$ cat src/rtl/bcd_stopwatch_pkg.sv
// Shared constants and state encoding for the BCD MM:SS stopwatch.
package bcd_stopwatch_pkg;

  localparam int unsigned BCD_BIT_WIDTH = 4;
  localparam logic [BCD_BIT_WIDTH-1:0] BCD_ZERO  = 4'd0;
  localparam logic [BCD_BIT_WIDTH-1:0] INCREMENT = 4'd1;
  localparam logic ENABLED  = 1'b1;
  localparam logic DISABLED = 1'b0;

  typedef enum logic [1:0] {
    StIdle  = 2'd0,
    StRun   = 2'd1,
    StPause = 2'd2,
    StFull  = 2'd3
  } stw_state_e;

endpackage

$ cat src/rtl/bcd_stopwatch_upcounter.sv
// One BCD digit of the up-counting carry chain: wraps at limit and emits carry.
module bcd_upcounter
  import bcd_stopwatch_pkg::*;
#(
  parameter int unsigned Width = BCD_BIT_WIDTH
) (
  input  logic             clk,
  input  logic             rst_n,
  input  logic             increase,
  input  logic [Width-1:0] limit,
  input  logic             clr,
  output logic [Width-1:0] value,
  output logic [Width-1:0] value_nxt,
  output logic             carry
);

  logic [Width-1:0] value_q, value_d;

  always_comb begin
    value_d = value_q;
    if (clr) begin
      value_d = Width'(BCD_ZERO);
    end else if (increase) begin
      value_d = (value_q == limit) ? Width'(BCD_ZERO) : value_q + Width'(INCREMENT);
    end
  end

  always_ff @(posedge clk) begin
    if (!rst_n) begin
      value_q <= Width'(BCD_ZERO);
    end else begin
      value_q <= value_d;
    end
  end

  assign value     = value_q;
  assign value_nxt = value_d;
  assign carry     = increase && (value_q == limit);

endmodule

$ cat src/rtl/bcd_stopwatch.sv
// MM:SS stopwatch top: run/pause/full FSM, digit chain, saturation and lap hold.
module bcd_stopwatch
  import bcd_stopwatch_pkg::*;
#(
  parameter int unsigned BCD_W       = BCD_BIT_WIDTH,
  parameter int unsigned SEC1_LIMIT  = 5,
  parameter int unsigned MIN1_LIMIT  = 5,
  parameter int unsigned DIGIT_LIMIT = 9
) (
  input  logic             clk,
  input  logic             rst_n,
  input  logic             tick,
  input  logic             pb_start,
  input  logic             pb_lap,
  input  logic             pb_clr,
  output logic [4*BCD_W-1:0] count,
  output logic [4*BCD_W-1:0] disp,
  output logic             running,
  output logic             lap_hold,
  output logic             full
);

  // Digit order in every packed array: [3]=min1 [2]=min0 [1]=sec1 [0]=sec0.
  localparam logic [3:0][BCD_W-1:0] Limits = {BCD_W'(MIN1_LIMIT), BCD_W'(DIGIT_LIMIT),
                                              BCD_W'(SEC1_LIMIT), BCD_W'(DIGIT_LIMIT)};

  stw_state_e state_q, state_d;
  logic [3:0][BCD_W-1:0] val, val_nxt;
  logic [3:0] inc, carry;
  logic [4*BCD_W-1:0] lap_q, lap_d;
  logic lap_hold_q, lap_hold_d;
  logic at_max, count_en, lap_set;

  assign at_max = (val == Limits);
  // Saturate at 59:59: the tick that reaches FULL must not wrap the chain.
  assign count_en = (state_q == StRun) && tick && !at_max && !pb_clr;

  always_comb begin
    inc = {carry[2:0], count_en};
  end

  for (genvar i = 0; i < 4; i++) begin : g_digit
    bcd_upcounter #(
      .Width(BCD_W)
    ) u_digit (
      .clk      (clk),
      .rst_n    (rst_n),
      .increase (inc[i]),
      .limit    (Limits[i]),
      .clr      (pb_clr),
      .value    (val[i]),
      .value_nxt(val_nxt[i]),
      .carry    (carry[i])
    );
  end

  always_comb begin
    state_d = state_q;
    if (pb_clr) begin
      state_d = StIdle;
    end else begin
      unique case (state_q)
        StIdle:  if (pb_start) state_d = StRun;
        StRun: begin
          if (tick && at_max) begin
            state_d = StFull;
          end else if (pb_start) begin
            state_d = StPause;
          end
        end
        StPause: if (pb_start) state_d = StRun;
        StFull:  state_d = StFull;
        default: state_d = StIdle;
      endcase
    end
  end

  always_comb begin
    lap_hold_d = lap_hold_q;
    lap_d      = lap_q;
    lap_set    = DISABLED;
    if (pb_clr || state_d == StFull) begin
      lap_hold_d = DISABLED;
    end else if (pb_lap && (state_q == StRun || state_q == StPause)) begin
      lap_hold_d = !lap_hold_q;
      lap_set    = !lap_hold_q;
    end
    // Latch the post-tick value so a same-cycle increment is captured.
    if (lap_set) begin
      lap_d = val_nxt;
    end
  end

  always_ff @(posedge clk) begin
    if (!rst_n) begin
      state_q    <= StIdle;
      lap_q      <= '0;
      lap_hold_q <= DISABLED;
    end else begin
      state_q    <= state_d;
      lap_q      <= lap_d;
      lap_hold_q <= lap_hold_d;
    end
  end

  assign count    = val;
  assign disp     = lap_hold_q ? lap_q : val;
  assign running  = (state_q == StRun);
  assign lap_hold = lap_hold_q;
  assign full     = (state_q == StFull);

endmodule

$ cat config.mk
export PLATFORM = sky130hd
export DESIGN_NAME = bcd_stopwatch
export DESIGN_NICKNAME = d
export VERILOG_FILES = /design/src/rtl/bcd_stopwatch_pkg.sv /design/src/rtl/bcd_stopwatch_upcounter.sv /design/src/rtl/bcd_stopwatch.sv
export SDC_FILE = /design/constraint.sdc
export NUM_CORES = 1
export LEC_CHECK = 0
export ABC_AREA = 1
export CORE_MARGIN = 2
export CORE_UTILIZATION = 30
export DETAILED_ROUTE_END_ITERATION = 8
export GPL_ROUTABILITY_DRIVEN = 0
export SYNTH_ARGS = -nofsm -noshare
export SYNTH_HDL_FRONTEND = slang
export SYNTH_SLANG_ARGS = --single-unit
$ cat constraint.sdc
create_clock -name clk -period 5.4 [get_ports clk]
set_clock_uncertainty 0.2 [all_clocks]
set_input_delay 0.81 -clock clk [delete_from_list [all_inputs] [get_ports clk]]
set_output_delay 0.81 -clock clk [all_outputs]
set_load 0.1 [all_outputs]
# Word level (Yosys, flattened, before mapping)

Index checks and enable logic that the tools add are counted.

Reduce and logical (&&, ||, !) cells: 16
Bitwise operators: 1
$add $sub $neg: 4
Mux-type cells: 20
Eq/ne operators: 9

Operator list:

| cell                 | count |
|---|---|
| $mux 4               | 12 |
| $add 4x1->4 const B  | 4 |
| $eq 16x15->1 const B | 1 |
| $mux 16              | 1 |
| $eq 4x3->1 const B   | 2 |
| $eq 4x4->1 const B   | 2 |
| $logic_and 1x1->1    | 8 |
| $mux 2               | 4 |
| $eq 2x2->1 const B   | 3 |
| $pmux 2 s3           | 1 |
| $reduce_or 2->1      | 2 |
| $logic_not 1->1      | 3 |
| $eq 2x1->1 const B   | 1 |
| $logic_not 2->1      | 1 |
| $logic_or 1x1->1     | 2 |
| $mux 1               | 2 |
| $not 1->1            | 1 |

Register bits after elaboration: 35
Bits of input ports: 6
Word-level logic and storage cells: 57

# Logic depth before layout (Yosys ltp)

Depth in word-level cells: 9
Mapped depth: 13

# Cells and area by module

A second synthesis with hierarchy kept.

Cell total of the unflattened synthesis: 431
Area, all modules: 2542.4 um2

Modules (own cells, without submodules):

| module        | cells an instance | area an instance (um2) | instances |
|---|---|---|---|
| bcd_stopwatch | 223               | 1346.3                 | 1 |
| bcd_upcounter | 52                | 299.0                  | 4 |

# Worst setup path before layout

OpenSTA, ideal clock, no wires.

Path kind: reg-to-output
Start point: register g_digit[1].u_digit.value_q[1]
End point: output disp[5]
Data required time: 4.390 ns
Data arrival time: 3.345 ns
Slack: 1.045 ns
Stages on the path, launching flop included: 3
Cells stage by stage: dfxtp_1 -> inv_1 -> o21ai_0

Cells in the longest elaborated chain, start to end: 1

Ends and longest elaborated chain:

| what                   | RTL line                      | RTL |
|---|---|---|
| start, declared        | bcd_stopwatch_upcounter.sv:17 | `logic [Width-1:0] value_q, value_d;` |
| start signal, assigned | bcd_stopwatch_upcounter.sv:30 | `value_q <= Width'(BCD_ZERO);` |
| start signal, assigned | bcd_stopwatch_upcounter.sv:32 | `value_q <= value_d;` |
| $mux 16                | bcd_stopwatch.sv:107          | `assign disp = lap_hold_q ? lap_q : val;` |
| end, declared          | bcd_stopwatch.sv:17           | `output logic [4*BCD_W-1:0] disp,` |

No other way between the ends.

# Worst setup path in the final report

Start point: register lap_hold_q, in the netlist lap_hold
End point: output disp[10]

Cells in the longest elaborated chain, start to end: 1

Ends and longest elaborated chain:

| what                   | RTL line             | RTL |
|---|---|---|
| start, declared        | bcd_stopwatch.sv:31  | `logic lap_hold_q, lap_hold_d;` |
| start signal, assigned | bcd_stopwatch.sv:102 | `lap_hold_q <= lap_hold_d;` |
| $mux 16                | bcd_stopwatch.sv:107 |  |

No other way between the ends.

==> flow_metrics.tcl <==
set metrics [dict create \
    crit_type "flip-flop to output pin" \
    final_core_utilization 0.3996 \
    die_w_um 85.97 \
    cts_setup_buffers 0 \
    clk_latency_ps 290 \
    setup.worst_path.end_class "output pin" \
    clkPwrFrac 0.413 \
    port_buffers 40 \
    r2r_end "lap_q[5]" \
    cts.sinks 35 \
    yosys.area.top_type_share 0.3476 \
    core_area_um2 6422 \
    synth.largest_area_cell "dfxtp_1" \
    final_common_cell "nand2_1" \
    fp.dieH_um 85.97 \
    ys_ff_latch 35 \
    cts_resized 0 \
    drt_iter0_markers 110 \
    worst_slew_pin_slew_ps 1040 \
    rows 29 \
    worstRegToRegCells 10 \
    mostFrequentLayoutCells "nand2_1 (90), nor2_1 (57), clkdlybuf4s50_1 (40), dfxtp_1 (35), o21ai_0 (23)" \
    nFillCells 689 \
    powerDensity_nw_per_um2 199.0 \
    post-route-min-period_ps 3731 \
    wl_per_cell_um 11.94 \
    grt_overflow 0 \
    hp-start "lap_q[12]" \
    numCtsBuffers 5 \
    antenna_found_initial 0 \
    root_buffer "clkbuf_8" \
    diodes 0 \
    syn_avg_cell_area_um2 6.399 \
    yosysUniqueCellTypes 29 \
    power_switching_uw 121.5 \
    syn_area_um2 2016 \
    vias 2011 \
    drcViolationCount 0 \
    setup_tns_ps 0 \
    r2r_start "state_q[0]" \
    pwr-share-seq 0.517 \
    min_to "lap_q[12]" \
    peakVddDrop_mv 0.09548 \
    ios 41 \
    cp.arrival_ps 2720 \
    fmax_mhz 268.0 \
    min_period_over_period 0.6910 \
    wl_um 5148 \
    final-setup-viol-count 0 \
    cts_tree "done" \
    dpl_worst_slack_ps 1950 \
    synth_area_leaders "dfxtp_1 (35%), nand2_1 (17%), nor2_1 (11%)" \
    swShare 0.2380 \
    stdcell_area_um2 2566 \
    ant_nets 0 \
    placed_cell_area_um2 2466 \
    area_delta_synth_final_pct 27.31 \
    startpoint_type "flip-flop" \
    dp_hpwl_um 3694 \
    path_clk_slew_ps 70 \
    synth_nets 324 \
    netlist_instances 315 \
    die_area_um2 7391 \
    grt_max_degree 36 \
    critPathMaxFanout 35 \
    regToRegSetupSlack_ps 3110 \
    track_usage 0.1471 \
    maxSlewHeadroom 0.3058 \
    rsz0062_at_grt "false" \
    layout.nets 362 \
    yosysWarnings 0 \
    hold_viol 0 \
    grt_pass1_vias 1862 \
    hold_class "flip-flop to flip-flop" \
    dr.pass1.iters 4 \
    start_util 0.3139 \
    ys_seq_area_frac 0.3476 \
    viasPerCell 4.666 \
    fin_ws_ps 1669 \
    drv_slew 0 \
    hold_buffers 0 \
    cts_max_level 2 \
    comb_power_share 0.070 \
    cap_violations 0 \
    outcome "finished, final reports clean" \
    final_layout_size_suffix_gt1_frac 0.1017 \
    hold_depth 2 \
    worstPathRequired_ps 4390 \
    grt_pass1_wl_um 8707 \
    p_leak_uw 0.001057 \
    clock_tree.buffer_depth 2 \
    internal_power_uw 389.1 \
]
[stage by stage]
step	hold slack [ps]	instances	power, uW
4_1_cts	288.1	431	513.6
3_5_place_dp	275.4	423	306.0
6_report	285.9	431	510.6
5_1_grt	307.2	431	529.7
2_1_floorplan	249.6	315	295.6
3_3_place_gp	266.6	423	305.5
[layer usage]
| layer | up-vias | global-route usage | wire, um |
|---|---|---|---|
| li1 | 1063 | - | - |
| met1 | 887 | 0.2066 | 2569 |
| met2 | 50 | 0.2248 | 2252 |
| met3 | 11 | 0.03272 | 242 |
| met4 | 0 | 0.04329 | 83 |
| met5 | - | 0 | 0 |
[cells by family after synthesis]
group / Yosys count / synth area share
fa+ha+maj: 3 / 0.01862
buf+inv: 46 / 0.09187
xor+xnor: 5 / 0.02172
compound gates: 42 / 0.1161
simple gates: 184 / 0.4041
flops: 35 / 0.3476
[worst max-delay path: stages (launching register included)]
cell	delay, ps
dfxtp_1	1010
nand2_1	90
o21ai_0	140
clkdlybuf4s50_1	1190
[power groups by stage]
stage	clock (uW)	combinational [uW]	sequential (uW)
final	211	35.6	264
after detailed placement	0	35.9	270
after global routing	225	39.5	265
after floorplan	0	25.1	270
after CTS	213	36.1	264
after global placement	0	35.5	270
[flip-flops by register name, summed over array words and instances, names as in the netlist]
signal and flops:
lap_hold 1, state_q 2, g_digit.u_digit.value 16, lap_q 16
[area by class of cell]
| class | instances | area, um^2 | share of cell area |
|---|---|---|---|
| clock buffer | 8 | 100.1 | 0.03901 |
| inverter | 37 | 138.9 | 0.05412 |
| multi-input combinational | 234 | 1130 | 0.4403 |
| sequential | 35 | 700.7 | 0.2730 |
| tap | 77 | 96.34 | 0.03754 |
| timing repair buffer | 40 | 400.4 | 0.1560 |
[how the worst max path moves through the flow]
stage,slack (ps),to,depth (start not counted),from
floorplan,1040,disp[5],2,g_digit[1].u_digit.value[1]
global placement,1930,disp[10],3,lap_hold
detailed placement,1950,disp[10],3,lap_hold
CTS,1640,disp[10],3,lap_hold
global route,1330,disp[3],3,lap_hold
finish,1670,disp[10],3,lap_hold
[cell usage after synthesis]
master,instances
and3_1,1
xor2_1,5
nor2_2,3
nor3_1,1
o21a_1,1
nand4_1,6
o21ai_0,23
buf_6,1
inv_2,13
inv_1,22
a31oi_1,1
o21bai_1,4
a21oi_1,6
clkinv_1,2
dfxtp_1,35
nand3_2,2
nor2_8,1
nor2_1,57
ha_1,3
buf_2,4
nand3b_4,1
nor2_4,3
o211ai_2,1
nand2_2,5
a21boi_1,1
clkbuf_1,4
nand2_1,90
nand3_1,14
o21ai_1,5
(Power assumes the default switching activity.)
==> RTL change: new RTL, config.mk and constraints unchanged <==
Put a register stage on the output `count`. The value now appears one clock later. The other outputs are not delayed to match.
--- a/src/rtl/bcd_stopwatch.sv
+++ b/src/rtl/bcd_stopwatch.sv
@@ -103,7 +103,9 @@
     end
   end
 
-  assign count    = val;
+  always_ff @(posedge clk) begin
+    count <= val;
+  end
   assign disp     = lap_hold_q ? lap_q : val;
   assign running  = (state_q == StRun);
   assign lap_hold = lap_hold_q;
Check against the original RTL: not equivalent (Yosys sat finds a counterexample within 4 cycles, from zero or initial values and one cycle with rst_n low).
==> RTL change against the unedited design <==
- first-iteration DRC count up 9.1%
- design area up 12%
- worst setup slack worse by 41 ps
- count of clock-buffer cells in the layout down 2
- total power up 21%
- sequential cell count up 16
- synthesized area up 15%
- wire length up 3.7%
- non-clock buffer count up 1
- critical endpoint is now disp[11]
- largest cell class unchanged
==> RTL change: results (changes against the unedited design) <==
outcome=finished, final reports clean (unchanged); M2 GR Usage=0.2089 (was 0.2248); min-delay src=g_digit[3].u_digit.value[2] (was lap_q[12]); critical path's largest stage delay=1180 ps; WHS Endpoint=count[14] (was lap_q[12]); R2R depth=6 (was 10); filler cell count=805 (was 689); dpl hpwl=3852 um (was 3694 um); synth cell count leaders=nand2_1 (91), nor2_1 (54), dfxtp_1 (51), inv_1 (31), o21ai_0 (30) (was nand2_1 (90), nor2_1 (57), dfxtp_1 (35), o21ai_0 (23), inv_1 (22)); vias in the first global route=1905 (was 1862); Hold WS=184.0 ps (was 285.9 ps); RR Endpoint=lap_q[14] (was lap_q[5]); flop2flop setup slack=3100 ps (was 3110 ps); first-pass GRT wire length=8866 um (was 8707 um); Routed met3 length=221 um (was 242 um); Placed Cells incl. Taps=465 (was 423); initial DRC count=120 (was 110); delay-heaviest family, CP=buffers and inverters (unchanged); CTS buffer count=5 (unchanged); nets@finish=382 (was 362); clock network power=0.202 mW (was 0.211 mW); vias=2076 (was 2011); clk_lat worst skew=290 ps (about the same); CTS clk-pin slew, worst paths=90 ps (was 70 ps); Reg power frac=0.618 (was 0.517); Yosys cell types=25 (was 29); share of cells above drive strength 1=0.08602 (was 0.1017); average size of a mapped cell=6.936 um^2 (was 6.399 um^2); P_int=0.4766 mW (was 0.3891 mW); CP max FO=35 (unchanged); routing usage on met3=0.02794 (was 0.03272); met1 usage=0.1728 (was 0.2066); Post-Syn Nets=342 (was 324); Peak supply drop=0.09791 mV (was 0.09548 mV); Port Buf Inserts=40 (unchanged); M1 WL=2657 um (was 2569 um); drt total wl=5341 um (was 5148 um); P_leak=1.175 nW (was 1.057 nW); Clock Tree Root=clkbuf_8 (unchanged); diodes inserted=0 (unchanged); slowest stage cell on the critical path=clkdlybuf4s50_1 (unchanged); vias per cell=4.408 (was 4.666); Max Used Layer=met4 (unchanged); Tot GR Track Use=0.1283 (was 0.1471); H-tree levels=2 (unchanged); Yosys Warn Count=0 (unchanged); routed wl met2=2424 um (was 2252 um); RR Startpoint=lap_hold (was state_q[0]); Slew headroom=0.2703 (was 0.3058); ys async rst share=0 (unchanged); post-CTS sizing=0 (unchanged); largest cells by area after synthesis=dfxtp_1 (44%), nand2_1 (15%), nor2_1 (8.8%) (was dfxtp_1 (35%), nand2_1 (17%), nor2_1 (11%)); Hold Path Stages=0 (was 2); CP arrival=2760 ps (was 2720 ps); post-synthesis sequential area ratio=0.4420 (was 0.3476)
[RTL change: cell count changes in the layout (fill, tap and decap cells not counted), sizes merged, moves of 4 or more]
cell / before / now
o21bai: 4 / 0
a21oi: 6 / 10
o21ai: 28 / 36
inv: 35 / 39
dfxtp: 35 / 51
nand3: 16 / 12
[RTL change: cell families after synthesis]
group | share of synthesized area
DFF | 0.4420
xor gates and xnor gates | 0.01517
and+or+nand+nor | 0.3321
buffers and inverters | 0.08613
adders and majority gates | 0.01625
AOI/OAI and AO/OA | 0.1083
[RTL change: through the flow]
step / util / instance area, um^2 / setup WS (ps) / total power, mW
final: 0.3888 / 2865 / 1628 / 0.6174
after global routing: 0.3888 / 2865 / 1418 / 0.6468
after CTS: 0.3888 / 2865 / 1605 / 0.6257
after detailed placement: 0.3789 / 2793 / 1933 / 0.4245
after global placement: 0.3789 / 2793 / 1965 / 0.4240
after floorplan: - / 2310 / 1267 / 0.4139
[RTL change: how the worst max path moves through the flow]
stage | from | endpoint | slack (ps) | cells past startpoint
5_1_grt | lap_hold | disp[13] | 1420 | 3
3_5_place_dp | lap_hold | disp[11] | 1930 | 3
3_3_place_gp | lap_hold | disp[9] | 1960 | 3
4_1_cts | lap_hold | disp[11] | 1600 | 3
6_report | lap_hold | disp[11] | 1630 | 3
2_1_floorplan | lap_hold | disp[11] | 1270 | 2
[RTL change: cell type report]
| type | instances | area [um^2] | share of cell area |
|---|---|---|---|
| multi-input cells | 234 | 1090 | 0.3804 |
| inverters | 40 | 150.1 | 0.05240 |
| clock buffers | 6 | 72.57 | 0.02533 |
| well taps | 99 | 123.9 | 0.04323 |
| flip-flops and latches | 51 | 1021 | 0.3563 |
| repair buffers | 41 | 407.9 | 0.1424 |
